$ cat src/rtl/muldiv_sequencer_if.sv
`default_nettype none
// ============================================================================
// Module   : muldiv_sequencer_if
// Purpose  : Handshake/data bundle between the EX stage and the iterative
//            RV32M multiply/divide sequencer.
// Ports    : master (EX stage) drives start, Funct3, SrcA, SrcB, flush and
//            observes busy, stall, done, result; slave (sequencer) is the
//            mirror image.
// Revision : 1.0 - initial release
// ============================================================================
interface muldiv_sequencer_if #(
    parameter int DATA_W = 32
);
    logic              start;
    logic [2:0]        Funct3;
    logic [DATA_W-1:0] SrcA;
    logic [DATA_W-1:0] SrcB;
    logic              flush;
    logic              busy;
    logic              stall;
    logic              done;
    logic [DATA_W-1:0] result;

    modport master (
        output start, Funct3, SrcA, SrcB, flush,
        input  busy, stall, done, result
    );

    modport slave (
        input  start, Funct3, SrcA, SrcB, flush,
        output busy, stall, done, result
    );
endinterface
`default_nettype wire

$ cat src/rtl/muldiv_sequencer.sv
`default_nettype none
// ============================================================================
// Module   : muldiv_sequencer
// Purpose  : Iterative RV32M multiply/divide unit in the EX stage. Shift-add
//            multiply or restoring divide, one bit per cycle over DATA_W
//            cycles, holding the pipeline stalled until the result is ready.
// Ports    : clk    - rising-edge clock
//            reset  - synchronous active-high reset
//            bus    - slave side of muldiv_sequencer_if (start/Funct3/SrcA/
//                     SrcB/flush in; busy/stall/done/result out)
// Revision : 1.0 - initial release
// ============================================================================
module muldiv_sequencer #(
    parameter int DATA_W = 32
) (
    input  logic                  clk,
    input  logic                  reset,
    muldiv_sequencer_if.slave     bus
);

    localparam int CNT_W = $clog2(DATA_W) + 1;

    localparam logic [2:0] C_IDLE = 3'd0;
    localparam logic [2:0] C_PREP = 3'd1;
    localparam logic [2:0] C_CALC = 3'd2;
    localparam logic [2:0] C_FIX  = 3'd3;
    localparam logic [2:0] C_DONE = 3'd4;

    localparam logic [CNT_W-1:0]  C_LAST    = CNT_W'(DATA_W - 1);
    localparam logic [DATA_W-1:0] C_ONES    = {DATA_W{1'b1}};
    localparam logic [DATA_W-1:0] C_MOST_NEG = {1'b1, {(DATA_W-1){1'b0}}};

    logic [2:0]          r_state;
    logic [2:0]          w_next;
    logic [2:0]          r_op;
    // Raw operands after latching; from PREP on they hold the magnitudes and
    // are shifted left in CALC (multiplier in r_b, dividend in r_a).
    logic [DATA_W-1:0]   r_a;
    logic [DATA_W-1:0]   r_b;
    logic                r_neg_q;    // product / quotient sign
    logic                r_neg_r;    // remainder sign
    logic [CNT_W-1:0]    r_count;
    logic [2*DATA_W-1:0] r_acc;      // product, or {remainder, quotient}
    logic [DATA_W-1:0]   r_result;

    logic                w_accept;
    logic                w_busy;
    logic                w_stall;
    logic                w_done;

    assign w_accept = (r_state == C_IDLE) && bus.start && !bus.flush;

    // ---------------- operand preparation ----------------
    logic                w_is_div;
    logic                w_sgn_a;
    logic                w_sgn_b;
    logic                w_neg_a;
    logic                w_neg_b;
    logic [DATA_W-1:0]   w_mag_a;
    logic [DATA_W-1:0]   w_mag_b;
    logic                w_div_zero;
    logic                w_ovf;
    logic                w_special;
    logic [DATA_W-1:0]   w_special_res;

    assign w_is_div   = r_op[2];
    // Divides: even encodings are signed. Multiplies: A unsigned only for
    // MULHU, B unsigned for MULHSU and MULHU.
    assign w_sgn_a    = w_is_div ? !r_op[0] : (r_op[1:0] != 2'b11);
    assign w_sgn_b    = w_is_div ? !r_op[0] : !r_op[1];
    assign w_neg_a    = w_sgn_a && r_a[DATA_W-1];
    assign w_neg_b    = w_sgn_b && r_b[DATA_W-1];
    assign w_mag_a    = w_neg_a ? -r_a : r_a;
    assign w_mag_b    = w_neg_b ? -r_b : r_b;
    assign w_div_zero = w_is_div && (r_b == '0);
    assign w_ovf      = w_is_div && !r_op[0] && (r_a == C_MOST_NEG) && (r_b == C_ONES);
    assign w_special  = w_div_zero || w_ovf;

    always_comb begin
        w_special_res = '0;
        if (w_div_zero) begin
            w_special_res = r_op[1] ? r_a : C_ONES;
        end else begin
            w_special_res = r_op[1] ? '0 : C_MOST_NEG;
        end
    end

    // ---------------- one iteration ----------------
    logic [2*DATA_W-1:0] w_mul_next;
    logic [DATA_W:0]     w_partial;
    logic [DATA_W-1:0]   w_diff;
    logic                w_fits;

    assign w_mul_next = {r_acc[2*DATA_W-2:0], 1'b0} +
                        (r_b[DATA_W-1] ? {{DATA_W{1'b0}}, r_a} : '0);

    // Shifted remainder can reach DATA_W+1 bits; when it fits the divisor the
    // difference always fits back into DATA_W bits.
    assign w_partial = {r_acc[2*DATA_W-1:DATA_W], r_a[DATA_W-1]};
    assign w_fits    = (w_partial >= {1'b0, r_b});
    assign w_diff    = w_partial[DATA_W-1:0] - r_b;

    // ---------------- sign fix-up and field select ----------------
    logic [2*DATA_W-1:0] w_prod;
    logic [DATA_W-1:0]   w_quo;
    logic [DATA_W-1:0]   w_rem;
    logic [DATA_W-1:0]   w_fix_res;

    assign w_prod = r_neg_q ? -r_acc : r_acc;
    assign w_quo  = r_neg_q ? -r_acc[DATA_W-1:0] : r_acc[DATA_W-1:0];
    assign w_rem  = r_neg_r ? -r_acc[2*DATA_W-1:DATA_W] : r_acc[2*DATA_W-1:DATA_W];

    always_comb begin
        w_fix_res = '0;
        case (r_op)
            3'b000:                 w_fix_res = w_prod[DATA_W-1:0];
            3'b001, 3'b010, 3'b011: w_fix_res = w_prod[2*DATA_W-1:DATA_W];
            3'b100, 3'b101:         w_fix_res = w_quo;
            default:                w_fix_res = w_rem;
        endcase
    end

    // ---------------- FSM: state register ----------------
    always_ff @(posedge clk) begin
        if (reset) begin
            r_state <= C_IDLE;
        end else begin
            r_state <= w_next;
        end
    end

    // ---------------- FSM: next state ----------------
    always_comb begin
        w_next = r_state;
        if (bus.flush) begin
            w_next = C_IDLE;
        end else begin
            case (r_state)
                C_IDLE:  w_next = w_accept ? C_PREP : C_IDLE;
                C_PREP:  w_next = w_special ? C_DONE : C_CALC;
                C_CALC:  w_next = (r_count == C_LAST) ? C_FIX : C_CALC;
                C_FIX:   w_next = C_DONE;
                C_DONE:  w_next = C_IDLE;
                default: w_next = C_IDLE;
            endcase
        end
    end

    // ---------------- FSM: outputs ----------------
    always_comb begin
        w_busy  = (r_state != C_IDLE);
        // Combinational so the hazard unit sees the stall in the accept cycle.
        w_stall = w_accept || (r_state == C_PREP) || (r_state == C_CALC) ||
                  (r_state == C_FIX);
        w_done  = (r_state == C_DONE);
    end

    assign bus.busy   = w_busy;
    assign bus.stall  = w_stall;
    assign bus.done   = w_done;
    assign bus.result = r_result;

    // ---------------- datapath ----------------
    always_ff @(posedge clk) begin
        if (reset) begin
            r_op     <= '0;
            r_a      <= '0;
            r_b      <= '0;
            r_neg_q  <= 1'b0;
            r_neg_r  <= 1'b0;
            r_count  <= '0;
            r_acc    <= '0;
            r_result <= '0;
        end else begin
            case (r_state)
                C_IDLE: begin
                    if (w_accept) begin
                        r_op <= bus.Funct3;
                        r_a  <= bus.SrcA;
                        r_b  <= bus.SrcB;
                    end
                end
                C_PREP: begin
                    r_a     <= w_mag_a;
                    r_b     <= w_mag_b;
                    r_neg_q <= w_neg_a ^ w_neg_b;
                    r_neg_r <= w_neg_a;
                    r_count <= '0;
                    r_acc   <= '0;
                    if (w_special && !bus.flush) begin
                        r_result <= w_special_res;
                    end
                end
                C_CALC: begin
                    r_count <= r_count + CNT_W'(1);
                    if (w_is_div) begin
                        r_acc[2*DATA_W-1:DATA_W] <= w_fits ? w_diff : w_partial[DATA_W-1:0];
                        r_acc[DATA_W-1:0]        <= {r_acc[DATA_W-2:0], w_fits};
                        r_a                      <= {r_a[DATA_W-2:0], 1'b0};
                    end else begin
                        r_acc <= w_mul_next;
                        r_b   <= {r_b[DATA_W-2:0], 1'b0};
                    end
                end
                C_FIX: begin
                    if (!bus.flush) begin
                        r_result <= w_fix_res;
                    end
                end
                default: ;
            endcase
        end
    end

endmodule
`default_nettype wire

$ cat src/flat_wrapper.sv
// flat-port wrapper written by rule: the top's interface ports become plain ports
module muldiv_sequencer_flat 
#(
    parameter int DATA_W = 32
)
  (clk, reset, bus_start, bus_Funct3, bus_SrcA, bus_SrcB, bus_flush, bus_busy, bus_stall, bus_done, bus_result);
  muldiv_sequencer_if #(.DATA_W(DATA_W)) bus_i ();
  input  logic clk;
  input  logic reset;
  input wire logic [$bits(bus_i.start)-1:0] bus_start;
  input wire logic [$bits(bus_i.Funct3)-1:0] bus_Funct3;
  input wire logic [$bits(bus_i.SrcA)-1:0] bus_SrcA;
  input wire logic [$bits(bus_i.SrcB)-1:0] bus_SrcB;
  input wire logic [$bits(bus_i.flush)-1:0] bus_flush;
  output wire logic [$bits(bus_i.busy)-1:0] bus_busy;
  output wire logic [$bits(bus_i.stall)-1:0] bus_stall;
  output wire logic [$bits(bus_i.done)-1:0] bus_done;
  output wire logic [$bits(bus_i.result)-1:0] bus_result;
  assign bus_i.start = bus_start;
  assign bus_i.Funct3 = bus_Funct3;
  assign bus_i.SrcA = bus_SrcA;
  assign bus_i.SrcB = bus_SrcB;
  assign bus_i.flush = bus_flush;
  assign bus_busy = bus_i.busy;
  assign bus_stall = bus_i.stall;
  assign bus_done = bus_i.done;
  assign bus_result = bus_i.result;
  muldiv_sequencer #(.DATA_W(DATA_W)) u_core (.clk(clk), .reset(reset), .bus(bus_i));
endmodule
$ cat config.mk
export PLATFORM = sky130hd
export DESIGN_NAME = muldiv_sequencer_flat
export DESIGN_NICKNAME = d
export VERILOG_FILES = /design/src/rtl/muldiv_sequencer_if.sv /design/src/rtl/muldiv_sequencer.sv /design/src/flat_wrapper.sv
export SDC_FILE = /design/constraint.sdc
export NUM_CORES = 1
export LEC_CHECK = 0
export BUFFER_PORTS_ARGS = -buffer_cell sky130_fd_sc_hd__buf_4
export CAP_MARGIN = 5
export CORE_ASPECT_RATIO = 1.75
export CORE_MARGIN = 2
export CORE_UTILIZATION = 30
export DETAILED_ROUTE_END_ITERATION = 8
export GPL_TIMING_DRIVEN = 1
export SETUP_SLACK_MARGIN = 0.15
export SYNTH_ARGS = -nofsm -noshare
export SYNTH_HDL_FRONTEND = slang
export SYNTH_SLANG_ARGS = --single-unit
$ cat constraint.sdc
create_clock -name clk -period 4.47 [get_ports clk]
set_input_delay 0.447 -clock clk [delete_from_list [all_inputs] [get_ports clk]]
set_output_delay 0.447 -clock clk [all_outputs]
set_load 0.02 [all_outputs]
### After elaboration in Yosys (flattened, before gate mapping)

Cells that the tools add are included.

* bits in registers: 174
* bits in latches: 0
* memory bits (writable): 0
* ROM bits: 0
* bits of input ports: 71
* logic and storage cells: 98
* memories kept: 0

* add/sub/neg operators: 8
* multipliers: 0
* divide/modulo/power cells: 0
* order comparisons: 1
* eq/ne operators: 20
* shifts and indexed selects: 0
* multiplexer cells: 29
* bitwise gates (word level): 1
* reduce and logical (&&, ||, !) cells: 30

Operator list (count)
* two-way mux 32 bit: 15
* one-hot mux 32 bit (3 select lines): 3
* two-way mux 64 bit: 2
* negation 32 bit: 4
* one-hot mux 64 bit (2 select lines): 1
* adder 64 bit: 1
* == test 32 bit, second input constant: 2
* negation 64 bit: 1
* one-hot mux 32 bit (2 select lines): 1
* greater-or-equal comparator 33 x 32 -> 1 bit: 1
* logical NOT 32 bit: 1
* subtractor 32 bit: 1
* == test 3 x 2 -> 1 bit, second input constant: 4
* one-hot mux 3 bit (4 select lines): 1
* one-hot mux 6 bit (2 select lines): 1
* == test 3 bit, second input constant: 3
* logical AND 1 bit: 9
* != test 2 x 1 -> 1 bit, second input constant: 4
* != test 2 bit, second input constant: 4
* AND reduction 4 bit: 2
* adder 6 x 1 -> 6 bit, second input constant: 1
* == test 3 x 1 -> 1 bit, second input constant: 2
* == test 6 x 5 -> 1 bit, second input constant: 1
* logical NOT 3 bit: 2
* 11 further kinds: 22

### Longest topological paths before layout

* depth in word-level cells: 8
* mapped depth: 16
* depth with buffers taken out: 13

### Least setup slack after synthesis

OpenSTA, ideal clock, no wires.

* path kind: reg2reg
* start: register u_core.r_b[31]
* end: register u_core.r_acc[48]
* library setup time: 0.134 ns
* data arrival time: 3.483 ns
* slack: 0.853 ns
* cell stages (with the launch flop): 16
* path buffers: 3
* clock period less this slack: 3.617 ns
* path through: dfxtp_1 > clkbuf_1 > clkbuf_1 > inv_1 > nor2_1 > ha_1 > a211oi_1 > o21ai_0 > a221o_1 > a32o_1 > a311o_1 > a31oi_1 > clkbuf_1 > nor3_1 > xnor2_1 > o22ai_1

* cells in the longest elaborated chain, start to end: 4

RTL lines
* start: declaration: line muldiv_sequencer.sv:39 `logic [DATA_W-1:0] r_b;`
* start signal: assignment: line muldiv_sequencer.sv:180 `r_b <= bus.SrcB;`
* start signal: assignment: line muldiv_sequencer.sv:185 `r_b <= w_mag_b;`
* start signal: assignment: line muldiv_sequencer.sv:202 `r_b <= {r_b[DATA_W-2:0], 1'b0};`
* two-way mux 32 bit or greater-or-equal comparator 33 x 32 -> 1 bit (tied branches): line muldiv_sequencer.sv:95, muldiv_sequencer.sv:100
* adder 64 bit or two-way mux 32 bit (tied branches): line muldiv_sequencer.sv:94, muldiv_sequencer.sv:197
* two-way mux 64 bit *: line muldiv_sequencer.sv:196 `if (w_is_div) begin`
* one-hot mux 64 bit (2 select lines) *: line muldiv_sequencer.sv:175 `case (r_state)`
* end signal: indexed assignment: line muldiv_sequencer.sv:197 `r_acc[2*DATA_W-1:DATA_W] <= w_fits ? w_diff : w_partial[DATA_W-1:0];`
* end signal: indexed assignment: line muldiv_sequencer.sv:198 `r_acc[DATA_W-1:0] <= {r_acc[DATA_W-2:0], w_fits};`
* end signal: assignment: line muldiv_sequencer.sv:201 `r_acc <= w_mul_next;`
* end: declaration: line muldiv_sequencer.sv:43 `logic [2*DATA_W-1:0] r_acc;`

Every way passes the cells marked *; elsewhere a longest branch is shown, timed or not.
A chain may end at the register's enable or synchronous reset.

### Worst setup path in the final report

* start: register u_core.r_acc[33]
* end: register u_core.r_acc[33]

* cells in the longest elaborated chain, start to end: 4

RTL lines
* greater-or-equal comparator 33 x 32 -> 1 bit: line muldiv_sequencer.sv:100 `assign w_fits = (w_partial >= {1'b0, r_b});`
* two-way mux 32 bit: line muldiv_sequencer.sv:197
* two-way mux 64 bit: line muldiv_sequencer.sv:196
* one-hot mux 64 bit (2 select lines): line muldiv_sequencer.sv:175

No other way between the ends.

==> metrics <==
area leader, netlist=dfxtp_1; HPWL Detailed=60.5 mm; post-route setup TNS=0 ps; Cell Area, Synth=16400 sq um; Max clock buf depth=2; Worst Skew=23.0 ps; fin crit share=0.935; Pwr Total=0.00415 W; NumNets Final=2490; Slew Limit Fails=0; Synth warnings=0; Worst EP required=4790 ps; Post-synth EDFFs=0; CTS sink cnt=roughly 170; critical path's largest stage delay=approximately 800 ps; Worst Path Class, Setup=flip-flop to flip-flop; RSZ-0062 raised after global routing=no; Cell Count, Final, Fillers Out=just over 3000; GRT overflow=0; Placeable Area=around 54000 sq um; gate count of the mapped netlist=~2300; CP startpoint kind=flip-flop; Mapped Avg Cell Area=around 7 sq um; placed insts=around 3000; critical path arrival=around 4500 ps; Post-synth top cells=nor2_1, o21ai_0, clkbuf_1; CTS clk-pin slew, worst paths=about 70 ps; DR iter-0 viols=about 2100; post-synthesis cell type count=83; Hold Path Class=input pin to flip-flop; DR vias=~19000; number of global-route vias before repair=between 15000 and 20000; I/O pin cnt=around 110; die height=between 300 and 400 um; cts bufs inserted=17; crit path time final=4180 ps; max-cap viol count=0; initial antenna violation count=1; first-pass GRT wire length=118 mm; design area=about 19000 sq um; Worst path slowest cell=dfxtp_1; final hold violations=0; Initial DRT Pass Iterations=6; most numerous cell in the Yosys netlist=nor2_1; hold-fix buffers at CTS=0; register bit count reported by yosys=between 150 and 200; Max VDD drop=approximately 170 uV; crit path cell chain=ha_1, nand3_1, o21bai_1, a211oi_1, o31ai_1, a21oi_1, a31oi_4, buf_4, mux2i_1, o221ai_1; Yosys top cell area share=0.212; Net Count, Synth=approximately 2500; GRT Util Overall=0.275; GP Congestion=around 1.1; worst path buffer plus inverter count=1; final count of negative-setup-slack endpoints=0; TritonCTS clock tree=done; initial core utilization=0.303; routed wire length=approximately 80 mm; CP delay by family, top=compound AO/OA/AOI/OAI gates; critical path capture point type=flip-flop; pin count of the biggest net entering global routing=81; Max Freq=around 0.24 GHz; Cell Pwr Density=222 nW/um^2; Post-synth ARST share=0; post-DR wirelength/cell=between 20 and 30 um; status=finished clean; width of the chip=181 um; synth top area cells=dfxtp_1, nor2_1, o21ai_0; drt drc=0; maximum fanout along the worst path=25; Vias/cell=roughly 6.3; Seq/Total Area, Yosys=0.212; clock root buffer=clkbuf_16; H-Tree Depth=4; R2R Setup Slk=290 ps; die area=roughly 57000 sq um; port bufs=approximately 110; FP Rows=about 110; Slew headroom=0.313; Cell Area, Placed=18200 sq um; Tightest Pin Transition=~1000 ps; share of layout cells above drive strength 1=0.123; P&R area growth vs syn=13.9%; final hold slack=189 ps; clk_lat worst skew=about 470 ps; Synth Flop Type=dfxtp_1; Antenna Nets Post-Route=0; Leak Pwr=7.25 nW
==> sequential cells by signal, indices dropped and copies added, names as in the netlist <==
name	flops
u_core.r_count	6
u_core.r_acc	64
u_core.bus.result	32
u_core.r_neg_q	1
u_core.r_op	3
u_core.r_state	3
u_core.r_b	32
u_core.r_neg_r	1
u_core.r_a	32
==> placed cells by master (no fill, tap or decap), types with 25 or more instances in the layout <==
cell and count:
and2_1 35, nor4_1 34, buf_4 205, a211oi_1 32, nand3_1 47, nor3_1 83
ha_1 70, xor2_1 48, xnor2_1 103, o31ai_1 31, or3_1 25, nand2_1 180
a31oi_1 27, a21oi_1 152, nor2_1 255, a22oi_1 81, o21ai_0 194, inv_1 68
a222oi_1 25, nand4_1 34, dfxtp_1 174, o22ai_1 34
==> per-stage QoR <==
step,setup WS (ps),util
3_3_place_gp,78.6,0.334
2_1_floorplan,853,-
5_1_grt,192,0.345
3_5_place_dp,36.7,0.334
6_report,288,0.345
4_1_cts,255,0.345
==> power breakdown <==
part           switching, W  internal (W)  leakage [nW]  total (W)
Sequential        0.0000764       0.00159          1.41    0.00167
Clock              0.000770      0.000742         0.275    0.00151
Combinational      0.000620      0.000355          5.56   0.000975
==> layer usage <==
metal,wire length (um),part of all wire,GRT usage,vias to the layer above
li1,-,-,-,8701
met1,27500,0.34,0.284,9348
met2,39400,0.49,0.485,967
met3,3980,0.050,0.0290,285
met4,9180,0.11,0.261,0
met5,0,0,0,-
==> final timing paths <==
check,from,end,cells after the start
worst max-delay path,u_core.r_acc[33],u_core.r_acc[33],10
worst min-delay path,bus_flush,u_core.r_state[1],2
worst max register to register,u_core.r_acc[33],u_core.r_acc[33],10
worst min register to register,u_core.bus.result[11],u_core.bus.result[11],2
==> cell type report <==
| cell class | count | area (sq um) |
|---|---|---|
| Sequential cell | 174 | 3480 |
| Tap cell | 690 | 863 |
| Fill cell | 5888 | 35600 |
| Timing Repair Buffer | 207 | 1580 |
| Inverter | 72 | 270 |
| Multi-Input combinational cell | 1875 | 12000 |
| Clock inverter | 12 | 106 |
| Antenna cell | 4 | 10.0 |
| Clock buffer | 19 | 443 |
==> cell families after synthesis <==
kind of cell | synth area share
AOI/OAI and AO/OA | 0.324
xor gates and xnor gates | 0.0804
adders and majority gates | 0.0557
buffers and inverters | 0.0642
DFF | 0.212
muxes | 0.0212
and+or+nand+nor | 0.242
==> repair_timing <==
action / CTS / global route
buffers inserted: 0 / 0
resized for setup: 1 / 2
setup endpoints to repair: 6 / 24
Note: power is estimated with default switching activity, not from simulation.
